### src/rtl/mul_arb_ctrl.sv
`default_nettype none
// ============================================================================
// Module   : mul_arb_ctrl
// Brief    : Two-requester round-robin arbiter and multicycle sequencer for the
//            shared 32x32 RV32M multiplier array (MUL/MULH/MULHSU/MULHU).
// Revision : 1.0  initial release
// ============================================================================
module mul_arb_ctrl #(
    parameter int MUL_CYCLES = 2
) (
    input  logic        clk,
    input  logic        rst_n,
    input  logic [1:0]  req_valid,
    output logic [1:0]  req_ready,
    input  logic [1:0]  req0_op,
    input  logic [31:0] req0_a,
    input  logic [31:0] req0_b,
    input  logic [1:0]  req1_op,
    input  logic [31:0] req1_a,
    input  logic [31:0] req1_b,
    input  logic        flush,
    output logic        rsp_valid,
    input  logic        rsp_ready,
    output logic        rsp_id,
    output logic [31:0] rsp_data,
    output logic [31:0] mul_x,
    output logic [31:0] mul_y,
    output logic        mul_signed,
    input  logic [67:0] mul_result,
    output logic        busy
);

    localparam int                 c_cnt_w    = (MUL_CYCLES > 1) ? $clog2(MUL_CYCLES) : 1;
    localparam logic [c_cnt_w-1:0] c_cnt_last = c_cnt_w'(MUL_CYCLES - 1);

    localparam logic [1:0] c_op_mul    = 2'b00;
    localparam logic [1:0] c_op_mulh   = 2'b01;
    localparam logic [1:0] c_op_mulhsu = 2'b10;

    typedef enum logic [1:0] {
        S_IDLE = 2'd0,
        S_CALC = 2'd1,
        S_RESP = 2'd2
    } state_t;

    state_t             r_state;
    logic               r_last;
    logic [1:0]         r_op;
    logic [31:0]        r_corr;
    logic [c_cnt_w-1:0] r_cnt;

    logic               w_grant;
    logic               w_accept;
    logic [1:0]         w_op;
    logic [31:0]        w_a;
    logic [31:0]        w_b;
    logic [31:0]        w_result;
    logic               w_unused;

    // Only the low 64 product bits carry information for 32x32 operands.
    assign w_unused = ^mul_result[67:64];

    always_comb begin
        w_grant = 1'b0;
        case (req_valid)
            2'b10:   w_grant = 1'b1;
            2'b11:   w_grant = ~r_last;
            default: w_grant = 1'b0;
        endcase
    end

    always_comb begin
        req_ready = 2'b00;
        if (!rst_n && (r_state == S_IDLE) && !flush) begin
            req_ready[w_grant] = 1'b1;
        end
    end

    assign w_accept = |(req_valid & req_ready);
    assign w_op     = w_grant ? req1_op : req0_op;
    assign w_a      = w_grant ? req1_a  : req0_a;
    assign w_b      = w_grant ? req1_b  : req0_b;

    // The array runs MULHSU as signed x signed; adding rs1 to the high word
    // whenever rs2[31] is set restores the unsigned interpretation of rs2.
    always_comb begin
        w_result = mul_result[63:32];
        case (r_op)
            c_op_mul:    w_result = mul_result[31:0];
            c_op_mulhsu: w_result = mul_result[63:32] + r_corr;
            default:     w_result = mul_result[63:32];
        endcase
    end

    always_ff @(posedge clk) begin
        if (rst_n) begin
            r_state    <= S_IDLE;
            rsp_valid  <= 1'b0;
            rsp_data   <= '0;
            rsp_id     <= 1'b0;
            mul_x      <= '0;
            mul_y      <= '0;
            mul_signed <= 1'b0;
            busy       <= 1'b0;
            r_cnt      <= '0;
            r_last     <= 1'b1;
            r_op       <= c_op_mul;
            r_corr     <= '0;
        end else begin
            case (r_state)
                S_IDLE: begin
                    if (w_accept) begin
                        mul_x      <= w_a;
                        mul_y      <= w_b;
                        mul_signed <= (w_op == c_op_mulh) || (w_op == c_op_mulhsu);
                        r_op       <= w_op;
                        r_corr     <= ((w_op == c_op_mulhsu) && w_b[31]) ? w_a : 32'd0;
                        rsp_id     <= w_grant;
                        r_last     <= w_grant;
                        r_cnt      <= '0;
                        busy       <= 1'b1;
                        r_state    <= S_CALC;
                    end
                end
                S_CALC: begin
                    if (flush) begin
                        busy    <= 1'b0;
                        r_state <= S_IDLE;
                    end else if (r_cnt == c_cnt_last) begin
                        rsp_data  <= w_result;
                        rsp_valid <= 1'b1;
                        r_state   <= S_RESP;
                    end else begin
                        r_cnt <= r_cnt + 1'b1;
                    end
                end
                S_RESP: begin
                    // A flush coinciding with rsp_ready drops the response; both exit to IDLE.
                    if (flush || rsp_ready) begin
                        rsp_valid <= 1'b0;
                        busy      <= 1'b0;
                        r_state   <= S_IDLE;
                    end
                end
                default: begin
                    rsp_valid <= 1'b0;
                    busy      <= 1'b0;
                    r_state   <= S_IDLE;
                end
            endcase
        end
    end

endmodule
`default_nettype wire

### config.mk
export PLATFORM = sky130hd
export DESIGN_NAME = mul_arb_ctrl
export DESIGN_NICKNAME = d
export VERILOG_FILES = /design/src/rtl/mul_arb_ctrl.sv
export SDC_FILE = /design/constraint.sdc
export NUM_CORES = 1
export LEC_CHECK = 0
export BUFFER_PORTS_ARGS = -buffer_cell sky130_fd_sc_hd__buf_2
export CORE_ASPECT_RATIO = 0.5
export CORE_MARGIN = 4
export CORE_UTILIZATION = 49
export DETAILED_ROUTE_END_ITERATION = 10
export GPL_TIMING_DRIVEN = 0
export HOLD_SLACK_MARGIN = 0.1
export PLACE_DENSITY = 0.88
export SYNTH_ARGS = -nofsm -noshare
export SYNTH_HDL_FRONTEND = slang
export SYNTH_SLANG_ARGS = --single-unit
### constraint.sdc
create_clock -name clk -period 3.5 [get_ports clk]
set_input_delay 0.525 -clock clk [delete_from_list [all_inputs] [get_ports clk]]
set_output_delay 0.525 -clock clk [all_outputs]
set_load 0.02 [all_outputs]
Word-level counts from Yosys, hierarchy flattened
Index checks and enable logic that the tools add are counted.
Storage, ports and cells
  logic and storage cells: 76
  output and inout port bits: 102
  flip-flop bits (word level): 138
  bits of input ports: 206
Operators by class
  reductions and logical operators: 18
  $lt $le $gt $ge: 2
  mux-type cells: 25
  bitwise logic cells: 4
  eq/ne operators: 13
  add/subtract/negate cells: 2
Operators with widths (number)
  2-to-1 mux 32 bit: 3
  case mux 32 bit (2 select lines): 1
  adder 32 bit: 1
  2-to-1 mux 2 bit: 6
  AND reduction 3 bit: 4
  == test 2 bit (second input constant): 5
  != test 2 bit (second input constant): 5
  2-to-1 mux 1 bit: 9
  case mux 1 bit (3 select lines): 2
  case mux 2 bit (3 select lines): 1
  == test 2 x 1 -> 1 bit (second input constant): 2
  logical AND 1 bit: 4
  logical NOT 2 bit: 2
  case mux 1 bit (2 select lines): 2
  AND reduction 4 bit: 1
  != test 3 bit (second input constant): 1
  inverter 1 bit: 3
  AND 2 bit: 1
  logical NOT 1 bit: 2
  logical OR 1 bit: 2
  < comparator 1 x 2 -> 1 bit (second input constant): 1
  AND reduction 2 bit: 1
  nonzero test 2 bit: 1
  OR reduction 2 bit: 1
  other kinds (3): 3

Longest topological paths before layout
Gate-level depths: netlist (run 1).
  depth in word-level cells: 11
  gate-level depth with buffers: 11

Least setup slack after synthesis (run 1)
OpenSTA, ideal clock, no wires.
  path kind: input-to-reg
  start point: input port mul_result[32]
  end point: register rsp_data[28]
  data required time: 3.409 ns
  stages: 11
  library setup time: 0.091 ns
  path buffers: 0
  arrival: 2.750 ns
  slack: 0.659 ns
  path through: ha_1 fa_1 a21o_1 a221oi_2 a221oi_2 a21oi_2 o21ai_2 a221o_1 a21oi_1 o21ai_1 a311oi_1
Between the ends
  longest elaborated chain between the ends: 2
Ends and longest elaborated chain
  from (decl): line 29  | input logic [67:0] mul_result,
  adder 32 bit: line 90  | c_op_mulhsu: w_result = mul_result[63:32] + r_corr;
  case mux 32 bit (2 select lines): line 88  | case (r_op)
  to (signal assigned): line 130  | rsp_data <= w_result;
  to (decl): line 25  | output logic [31:0] rsp_data,
Every way passes these cells.
A chain may end at the register's enable or synchronous reset.

Worst setup path after layout (run 1)
  start point: register r_last
  end point: register r_corr[29]
RTL lines
  from (decl): line 47  | logic r_last;
  from (signal assigned): line 119  | r_last <= w_grant;
  inverter 1 bit: line 67  | 2'b11: w_grant = ~r_last;
  case mux 1 bit (2 select lines): line 65  | case (req_valid)
  2-to-1 mux 2 bit: line 80  | assign w_op = w_grant ? req1_op : req0_op;
  net w_op[1]: line 54  | logic [1:0] w_op;
  == test 2 bit: line 117  | r_corr <= ((w_op == c_op_mulhsu) && w_b[31]) ? w_a : 32'd0;
  logical AND 1 bit: line 117
  2-to-1 mux 32 bit: line 117
  to (signal assigned): line 117
  to (decl): line 49  | logic [31:0] r_corr;
The timed path passes the listed nets, and every way through them passes these cells.

==> impl_metrics.py, run 1 <==
metrics = {
    "sta": {
        "fin_crit_sh": 0.9625,
        "fin_ws_ns": 0.1313,
        "tightest_slew_ns": 0.9133,
        "final_hold_viol_count": 0,
        "drv_slew": 0,
        "fin_skew_ns": 0.01067,
        "setup_viol": 0,
        "fmax_ghz": 0.2969,
        "relSlewSlack": 0.3855,
        "whs_ns": 0.3701,
        "layout_min_cycle_time_ns": 3.369,
        "rsz0062_at_grt": "false",
    },
    "logic_synthesis": {
        "syn-mean-instance-area_um2": 8.225,
        "yosys_register_bits": 138,
        "synth_area_mm2": 0.007657,
        "synth_top_area_frac": 0.3608,
        "ys_warn_count": 0,
        "syn_nets": 1170,
        "synth_area_leaders": "dfxtp_1 (36%), mux2i_1 (10%), nor2_1 (8.7%), a21oi_1 (5.6%), ha_1 (5.2%)",
        "synth_cells": 931,
        "synth_area_leader_cell": "dfxtp_1",
        "ys_async_sr_fraction": 0,
        "synth_edf_count": 0,
        "synth-main-ff-cell": "dfxtp_1",
        "synthDistinctLibCells": 55,
        "ys_seq_area_frac": 0.3608,
    },
    "die": {
        "die_h_um": 96.40,
        "die_width_um": 184.8,
        "io-pin-count": 308,
        "num_rows": 31,
        "coreArea_mm2": 0.01489,
        "start_util": 0.5141,
        "die-area_mm2": 0.01781,
    },
    "global_routing": {
        "grt_pass1_wl_um": 42920,
        "top_usage_layer": "met2",
        "grt_use_met3": 0.08901,
        "grtUsageTotal": 0.3105,
        "grt_pass1_vias": 7935,
        "overflow": 0,
        "grtUsageMet2": 0.4903,
        "grt_max_degree": 17,
        "antenna_found_initial": 0,
        "use_met1": 0.4240,
    },
    "cells_and_area": {
        "layout-drive-gt1-share": 0.2796,
        "nets": 1492,
        "layoutNonFillerInstCount": 1464,
        "design_area_mm2": 0.01004,
        "nFillCells": 1245,
        "mostFrequentLayoutCell": "buf_2",
        "antenna_cells": 0,
        "area.growth.synth_to_final_pct": 31.14,
        "final_cell_mix": "buf_2 (306), nor2_1 (178), dfxtp_1 (138), a21oi_1 (85), mux2i_1 (80)",
    },
    "route": {
        "drtAntennaViolNets": 0,
        "drc": 0,
        "via_per_inst": 5.869,
        "vias": 8592,
        "drt_iter0_drc": 691,
        "wl_per_cell_um": 20.03,
        "first_pass_iters": 6,
        "drt-total-wl_um": 29330,
    },
    "placed_design": {
        "io_buffer_count": 303,
        "dp.cells": 1432,
        "place_area_mm2": 0.009422,
        "pre_cts_ws_ns": -0.2835,
        "dp_hpwl_um": 23190,
        "gp_congestion": 1.011,
    },
    "clock_tree": {
        "cts_root_buf": "clkbuf_16",
        "h-tree-depth": 4,
        "post_cts_buffers": 0,
        "clockBufferDepth": 2,
        "cts_tree": "built",
        "worst_skew_pair.late_latency_ns": 0.42,
        "clk_pin_slew_worst_paths_ns": 0.07,
        "cts_made_buffers": 17,
        "cts_sinks": 138,
    },
    "setup_path": {
        "ff2ff_setup_slack_ns": 0.13,
        "worstPathCellList": "a21boi_0, clkbuf_1, clkdlybuf4s15_2, mux2_2, ha_1, nor2b_1, clkbuf_1, clkbuf_1, a22oi_1, nor2_1",
        "cpMaxStageDelayCell": "clkdlybuf4s15_2",
        "crit_required_ns": 3.85,
        "critPathKind": "register to register",
        "start_kind": "register",
        "end_kind": "register",
        "critical-path-max-stage-delay_ns": 0.57,
        "cp_max_fo": 10,
        "worstPathArrival_ns": 3.72,
        "crit_top_cell": "clkbuf_1",
    },
    "power_and_ir_drop": {
        "peakVddDrop_mv": 0.3071,
        "power.density_mw_per_mm2": 424.6,
        "p_leak_nw": 4.631,
        "p_total_w": 0.004264,
    },
    "min_path": {
        "hold_path_class": "input port to register",
    },
    "job": {
        "cap_violations": 0,
    },
    "run_status": {
        "status": "complete, no violations",
    },
}
## through the flow
stage | utilization | setup TNS [ns]
CTS | 0.6741 | 0
finish | 0.6742 | 0
global placement | 0.6326 | -6.010
global route | 0.6742 | 0
detailed placement | 0.6326 | -7.413
floorplan | - | 0
## kinds of logic (layout without fill, tap and decap cells)
logic type | Yosys count | after routing | synth area share
AO/OA/AOI/OAI | 275 | 275 | 0.2409
AND/OR/NAND/NOR | 298 | 298 | 0.1655
multiplexers | 82 | 82 | 0.1075
adder cells (fa/ha/maj) | 33 | 33 | 0.05490
buffers and inverters | 79 | 414 | 0.04069
flip-flops | 138 | 138 | 0.3608
XOR/XNOR | 26 | 26 | 0.02974
## Yosys cell counts (15+ instances only)
master	n
a22oi_1	35
ha_1	32
mux2i_1	80
dfxtp_1	138
o21ai_0	26
nand2_1	52
a211oi_1	49
nor2_1	178
clkbuf_1	60
nor3_1	15
a21o_1	22
a21oi_1	85
xnor2_1	18
## worst max-delay path: cells and delay by family (launching register included)
kind            cells  cell delay, ns
buf+inv             4            1.79
simple gates        2            0.44
compound gates      2            0.35
flops               1            0.32
mux                 1            0.26
fa+ha+maj           1            0.13
## layer usage
layer	wire [µm]	share of wire
met3	3262	0.11
met5	0	0
met4	522	0.018
met1	12740	0.43
met2	12800	0.44
## sequential cells by signal, indices dropped and copies added, names as in the netlist
register,count
busy,1
mul_signed,1
mul_x,32
mul_y,32
r_cnt,1
r_corr,32
r_last,1
r_op,2
r_state,2
rsp_data,32
rsp_id,1
rsp_valid,1
## timing repair
action | 4_1_cts | 5_1_grt
resized for setup | 2 | 2
pin swaps | 0 | 0
setup endpoints to repair | 1 | 30
hold buffers | 0 | 0
## power breakdown
group	leakage [nW]	switching [W]	internal (W)
registers	1.12	0.0000296	0.00162
clock network	0.288	0.000740	0.00115
logic	3.22	0.000443	0.000277
## area by class of cell
class | count | area, µm² | area share
timing repair buffer | 303 | 1516 | 0.1510
sequential | 138 | 2763 | 0.2751
tap | 198 | 247.7 | 0.02467
clock buffer | 20 | 446.7 | 0.04448
inverter | 8 | 30.03 | 0.002990
clock inverter | 12 | 165.2 | 0.01645
multi-input combinational | 714 | 4583 | 0.4564
buffer | 71 | 290.3 | 0.02891
## worst paths after layout
path,startpoint,to,depth (start not counted)
max,r_last$_SDFFE_PP1P_,r_corr[29]$_SDFFE_PP0P_,10
min reg2reg,rsp_data[11]$_SDFFE_PP0P_,rsp_data[11]$_SDFFE_PP0P_,2
min,flush,r_state[1]$_SDFFE_PP0P_,2
max reg2reg,r_last$_SDFFE_PP1P_,r_corr[29]$_SDFFE_PP0P_,10
No activity file was read; power rests on OpenSTA's default activity.
==> inputs of run 2 (changes only) <==
--- a/config.mk
+++ b/config.mk
@@ -12,7 +12,7 @@
 export DETAILED_ROUTE_END_ITERATION = 10
 export GPL_TIMING_DRIVEN = 0
 export HOLD_SLACK_MARGIN = 0.1
-export PLACE_DENSITY = 0.88
+export PLACE_DENSITY = 0.9
 export SYNTH_ARGS = -nofsm -noshare
 export SYNTH_HDL_FRONTEND = slang
 export SYNTH_SLANG_ARGS = --single-unit
==> run 2 against run 1 <==
Sequential power barely moved. Design area increased by 0.49%. First-iteration DRC count rose by 6.1%. Clock-buffer cell count rose by 1. Global-route usage up 0.80 points. Die area is the same. Cell count is 0.14% higher. Clock power grew 6%. Sequential share of layout area fell by 0.13 points. Routed wire length increased by 0.50%. Register-to-register slack improved by 0.11 ns. Critical endpoint is now r_corr[27]$_SDFFE_PP0P_. Highest routed layer is now met5.
==> impl_metrics.py, run 2 (synthesis results as in run 1) <==
metrics = {
    "route": {
        "vias": 8552,
        "via_per_inst": 5.834,
        "drc": 0,
        "drtAntennaViolNets": 0,
        "drt-total-wl_um": 29480,
        "drt_iter0_drc": 733,
        "wl_per_cell_um": 20.11,
        "first_pass_iters": 5,
    },
    "placed_design": {
        "dp_hpwl_um": 23700,
        "place_area_mm2": 0.009422,
        "dp.cells": 1432,
        "gp_congestion": 0.9682,
        "io_buffer_count": 303,
    },
    "clock_tree": {
        "hold_buffers": 0,
        "cts_sinks": 138,
        "clk_pin_slew_worst_paths_ns": 0.06,
        "cts_made_buffers": 17,
        "clockBufferDepth": 2,
        "cts_tree": "built",
        "cts_resized": 0,
        "worst_skew_pair.late_latency_ns": 0.43,
        "post_cts_buffers": 0,
        "h-tree-depth": 4,
        "cts_root_buf": "clkbuf_16",
    },
    "power_and_ir_drop": {
        "peakVddDrop_mv": 0.3247,
        "p_leak_nw": 4.671,
        "power.density_mw_per_mm2": 434.7,
    },
    "die": {
        "io-pin-count": 308,
        "start_util": 0.5141,
        "coreArea_mm2": 0.01489,
        "num_rows": 31,
        "die_h_um": 96.40,
        "die-area_mm2": 0.01781,
        "die_width_um": 184.8,
    },
    "setup_path": {
        "worstPathArrival_ns": 3.60,
        "end_kind": "register",
        "start_kind": "register",
        "critical-path-max-stage-delay_ns": 0.45,
        "worstPathCellList": "a21boi_0, clkbuf_1, clkbuf_2, mux2i_1, ha_1, nor2b_1, clkbuf_1, clkbuf_1, a22oi_1, nor2_1",
        "cpMaxStageDelayCell": "clkbuf_2",
        "crit_required_ns": 3.84,
        "crit_top_cell": "clkbuf_1",
        "cp_max_fo": 10,
        "critPathKind": "register to register",
    },
    "cells_and_area": {
        "layout-drive-gt1-share": 0.2804,
        "final_cell_mix": "buf_2 (306), nor2_1 (178), dfxtp_1 (138), a21oi_1 (85), mux2i_1 (80)",
        "layoutNonFillerInstCount": 1466,
        "design_area_mm2": 0.01009,
        "nets": 1492,
        "nFillCells": 1251,
        "area.growth.synth_to_final_pct": 31.78,
        "mostFrequentLayoutCell": "buf_2",
    },
    "sta": {
        "layout_min_cycle_time_ns": 3.256,
        "tightest_slew_ns": 1.012,
        "relSlewSlack": 0.3192,
        "final_hold_viol_count": 0,
        "rsz0062_at_grt": "false",
        "whs_ns": 0.3823,
        "fmax_ghz": 0.3072,
        "fin_skew_ns": 0.009416,
        "fin_crit_sh": 0.9302,
        "setup_viol": 0,
        "drv_slew": 0,
    },
    "global_routing": {
        "overflow": 0,
        "grt_use_met3": 0.1088,
        "use_met1": 0.4245,
        "grtUsageTotal": 0.3185,
        "grt_pass1_wl_um": 43520,
        "grt_max_degree": 17,
        "grtUsageMet2": 0.4970,
        "top_usage_layer": "met2",
        "grt_pass1_vias": 8083,
        "antenna_found_initial": 2,
    },
    "job": {
        "cap_violations": 0,
    },
    "min_path": {
        "hold_path_class": "input port to register",
    },
    "run_status": {
        "status": "complete, no violations",
    },
}
## run 2: cell count changes in the layout (fill, tap and decap cells not counted), sizes merged
cell / before / now
inv: 11 / 8
diode: 0 / 2
clkbuf: 81 / 83
clkinv: 3 / 6
clkinvlp: 3 / 0
clkdlybuf4s15: 1 / 0
bufinv: 3 / 5
## run 2: path summary, 6_finish.rpt
check | startpoint | endpoint | slack, ns | depth (start not counted)
worst max-delay path | r_last$_SDFFE_PP1P_ | r_corr[27]$_SDFFE_PP0P_ | 0.24 | 10
worst min-delay path | flush | r_state[1]$_SDFFE_PP0P_ | 0.38 | 2
worst max register to register | r_last$_SDFFE_PP1P_ | r_corr[27]$_SDFFE_PP0P_ | 0.24 | 10
worst min register to register | rsp_data[0]$_SDFFE_PP0P_ | rsp_data[0]$_SDFFE_PP0P_ | 0.46 | 2
## run 2: worst max-delay path, delay by kind of cell (launching register included)
kind	cells	cell delay, ns
flops	1	0.32
simple gates	2	0.48
compound gates	2	0.29
mux	1	0.31
fa+ha+maj	1	0.18
buf+inv	4	1.61
## run 2: per-stage QoR
step                power [W]  utilization  setup TNS [ns]  worst slack [ns]
finish               0.004386       0.6775               0            0.2444
global route         0.004527       0.6773               0           0.01371
CTS                  0.004384       0.6770               0           0.02681
detailed placement   0.002393       0.6326          -8.404           -0.3268
global placement     0.002379       0.6326          -5.840           -0.2140
floorplan            0.002092            -               0            0.6592
## run 2: cell type report
cell class,instances,area [µm²],share of cell area
Multi-Input combinational cell,714,4583,0.4542
Timing Repair Buffer,303,1516,0.1503
Tap cell,198,247.7,0.02455
Inverter,8,30.03,0.002976
Buffer,71,284.0,0.02815
Clock buffer,21,470.5,0.04662
Clock inverter,11,191.4,0.01897
Antenna cell,2,5.005,0.0004960
Sequential cell,138,2763,0.2738
## run 2: routing by layer
layer / part of all wire / vias up
met5: 0.00044 / -
met4: 0.018 / 2
met3: 0.12 / 52
met2: 0.43 / 458
met1: 0.43 / 4022
li1: - / 4018
## run 2: power by group
group	internal, W	switching (W)	leakage [nW]	total [W]
clock	0.00132	0.000690	0.327	0.00201
sequential	0.00162	0.0000307	1.12	0.00166
combinational	0.000276	0.000444	3.22	0.000720
==> inputs of run 3 (changes only) <==
--- a/config.mk
+++ b/config.mk
@@ -6,9 +6,11 @@
 export NUM_CORES = 1
 export LEC_CHECK = 0
 export BUFFER_PORTS_ARGS = -buffer_cell sky130_fd_sc_hd__buf_2
+export CELL_PAD_IN_SITES_DETAIL_PLACEMENT = 0
+export CELL_PAD_IN_SITES_GLOBAL_PLACEMENT = 1
 export CORE_ASPECT_RATIO = 0.5
 export CORE_MARGIN = 4
-export CORE_UTILIZATION = 49
+export CORE_UTILIZATION = 35
 export DETAILED_ROUTE_END_ITERATION = 10
 export GPL_TIMING_DRIVEN = 0
 export HOLD_SLACK_MARGIN = 0.1
==> run 3 against run 2 <==
Power decreased by 9.2%. Die area increased by 37%. Worst hold slack got worse by 0.010 ns. Setup slack improved by 0.0017 ns. Combinational power about the same. Sequential power about the same. Cell count increased by 5.9%. Largest cell class unchanged. Highest routed layer is now met4.
==> impl_metrics.py, run 3 (synthesis results as in run 1) <==
metrics = {
    "setup_path": {
        "start_kind": "register",
        "critPathKind": "register to register",
        "end_kind": "register",
        "ff2ff_setup_slack_ns": 0.25,
        "cp_max_fo": 4,
        "crit_required_ns": 3.77,
        "worstPathArrival_ns": 3.53,
    },
    "cells_and_area": {
        "utilization": 0.4787,
        "mostFrequentLayoutCell": "buf_2",
        "final_cell_mix": "buf_2 (306), nor2_1 (178), dfxtp_1 (138), a21oi_1 (85), mux2i_1 (80)",
        "design_area_mm2": 0.01006,
        "antenna_cells": 0,
        "area.growth.synth_to_final_pct": 31.41,
        "nets": 1492,
        "layout-drive-gt1-share": 0.2776,
    },
    "global_routing": {
        "grt_pass1_wl_um": 44580,
        "antenna_found_initial": 1,
        "grt_pass1_vias": 7870,
        "grt_max_degree": 17,
        "grtUsageTotal": 0.2327,
        "overflow": 0,
    },
    "route": {
        "drtAntennaViolNets": 0,
        "drt_iter0_drc": 591,
        "drc": 0,
        "drt-total-wl_um": 29640,
        "wl_per_cell_um": 19.08,
        "via_per_inst": 5.291,
        "vias": 8217,
        "first_pass_iters": 5,
    },
    "clock_tree": {
        "clockBufferDepth": 2,
        "cts_tree": "built",
        "h-tree-depth": 4,
        "cts_sinks": 138,
        "cts_root_buf": "clkbuf_16",
        "clk_pin_slew_worst_paths_ns": 0.06,
        "post_cts_buffers": 0,
        "worst_skew_pair.late_latency_ns": 0.42,
        "cts_made_buffers": 17,
    },
    "die": {
        "die_width_um": 217.2,
        "start_util": 0.3643,
        "die-area_mm2": 0.02445,
        "coreArea_mm2": 0.02102,
        "num_rows": 37,
        "die_h_um": 112.6,
        "io-pin-count": 308,
    },
    "power_and_ir_drop": {
        "p_leak_nw": 4.603,
        "power.density_mw_per_mm2": 396.0,
        "peakVddDrop_mv": 0.2852,
    },
    "job": {
        "cap_violations": 0,
    },
    "sta": {
        "whs_ns": 0.3722,
        "fin_crit_sh": 0.9297,
        "tns_ns": 0,
        "tightest_slew_ns": 0.9131,
        "rsz0062_at_grt": "false",
        "layout_min_cycle_time_ns": 3.254,
        "fin_skew_ns": 0.01272,
        "relSlewSlack": 0.3856,
        "final_hold_viol_count": 0,
        "drv_slew": 0,
        "setup_viol": 0,
        "fin_ws_ns": 0.2461,
        "fmax_ghz": 0.3073,
    },
    "placed_design": {
        "dp_hpwl_um": 24100,
        "pre_cts_ws_ns": -0.5115,
        "gp_congestion": 0.9761,
        "place_area_mm2": 0.009539,
        "io_buffer_count": 303,
    },
    "min_path": {
        "hold_path_class": "input port to register",
    },
    "run_status": {
        "status": "complete, no violations",
    },
}
## run 3: metrics by stage
stage | power, W | instances
after floorplan | 0.002092 | 931
after CTS | 0.004003 | 1553
after global placement | 0.002388 | 1526
final | 0.003985 | 1553
after detailed placement | 0.002399 | 1526
after global routing | 0.004150 | 1553
## run 3: worst paths after layout
| kind | startpoint | cells past startpoint | endpoint |
|---|---|---|---|
| max reg2reg | r_corr[0]$_SDFFE_PP0P_ | 11 | rsp_data[28]$_SDFFE_PP0P_ |
| max | r_corr[0]$_SDFFE_PP0P_ | 11 | rsp_data[28]$_SDFFE_PP0P_ |
| min reg2reg | rsp_data[3]$_SDFFE_PP0P_ | 2 | rsp_data[3]$_SDFFE_PP0P_ |
| min | flush | 2 | r_state[1]$_SDFFE_PP0P_ |
## run 3: critical path: stages (launching register included)
cell and delay [ns]:
dfxtp_1 0.35, ha_1 0.22, fa_1 0.41, a21o_1 0.20
a221oi_2 0.45, a221oi_2 0.18, a21oi_2 0.30, o21ai_2 0.12
a221o_1 0.32, and3b_1 0.17, o21ai_1 0.24, a311oi_1 0.13
## run 3: metal layers
metal	routed length [µm]	part of all wire	global-route usage	up-vias
li1	-	-	-	4009
met2	13290	0.45	0.3684	309
met5	0	0	0	-
met4	419	0.014	0.05123	0
met1	13900	0.47	0.3286	3868
met3	2030	0.068	0.04734	31
## run 3: final cells by class
class	count	area [µm²]
clock inverter	4	20.02
tap	292	365.4
sequential	138	2763
clock buffer	23	488.0
buffer	71	296.5
multi-input combinational	714	4583
timing repair buffer	303	1516
inverter	8	30.03
fill	2122	10960
## run 3: timing repair
action / 4_1_cts / 5_1_grt
hold buffers: 0 / 0
hold endpoints to repair: 0 / 0
cloned: 0 / 0
resized for setup: 4 / 3
setup endpoints to repair: 30 / 30
## run 3: report_power, final
| part | internal (W) | switching [W] |
|---|---|---|
| Combinational | 0.000277 | 0.000441 |
| Sequential | 0.00163 | 0.0000296 |
| Clock | 0.000955 | 0.000657 |
| Total | 0.00286 | 0.00113 |
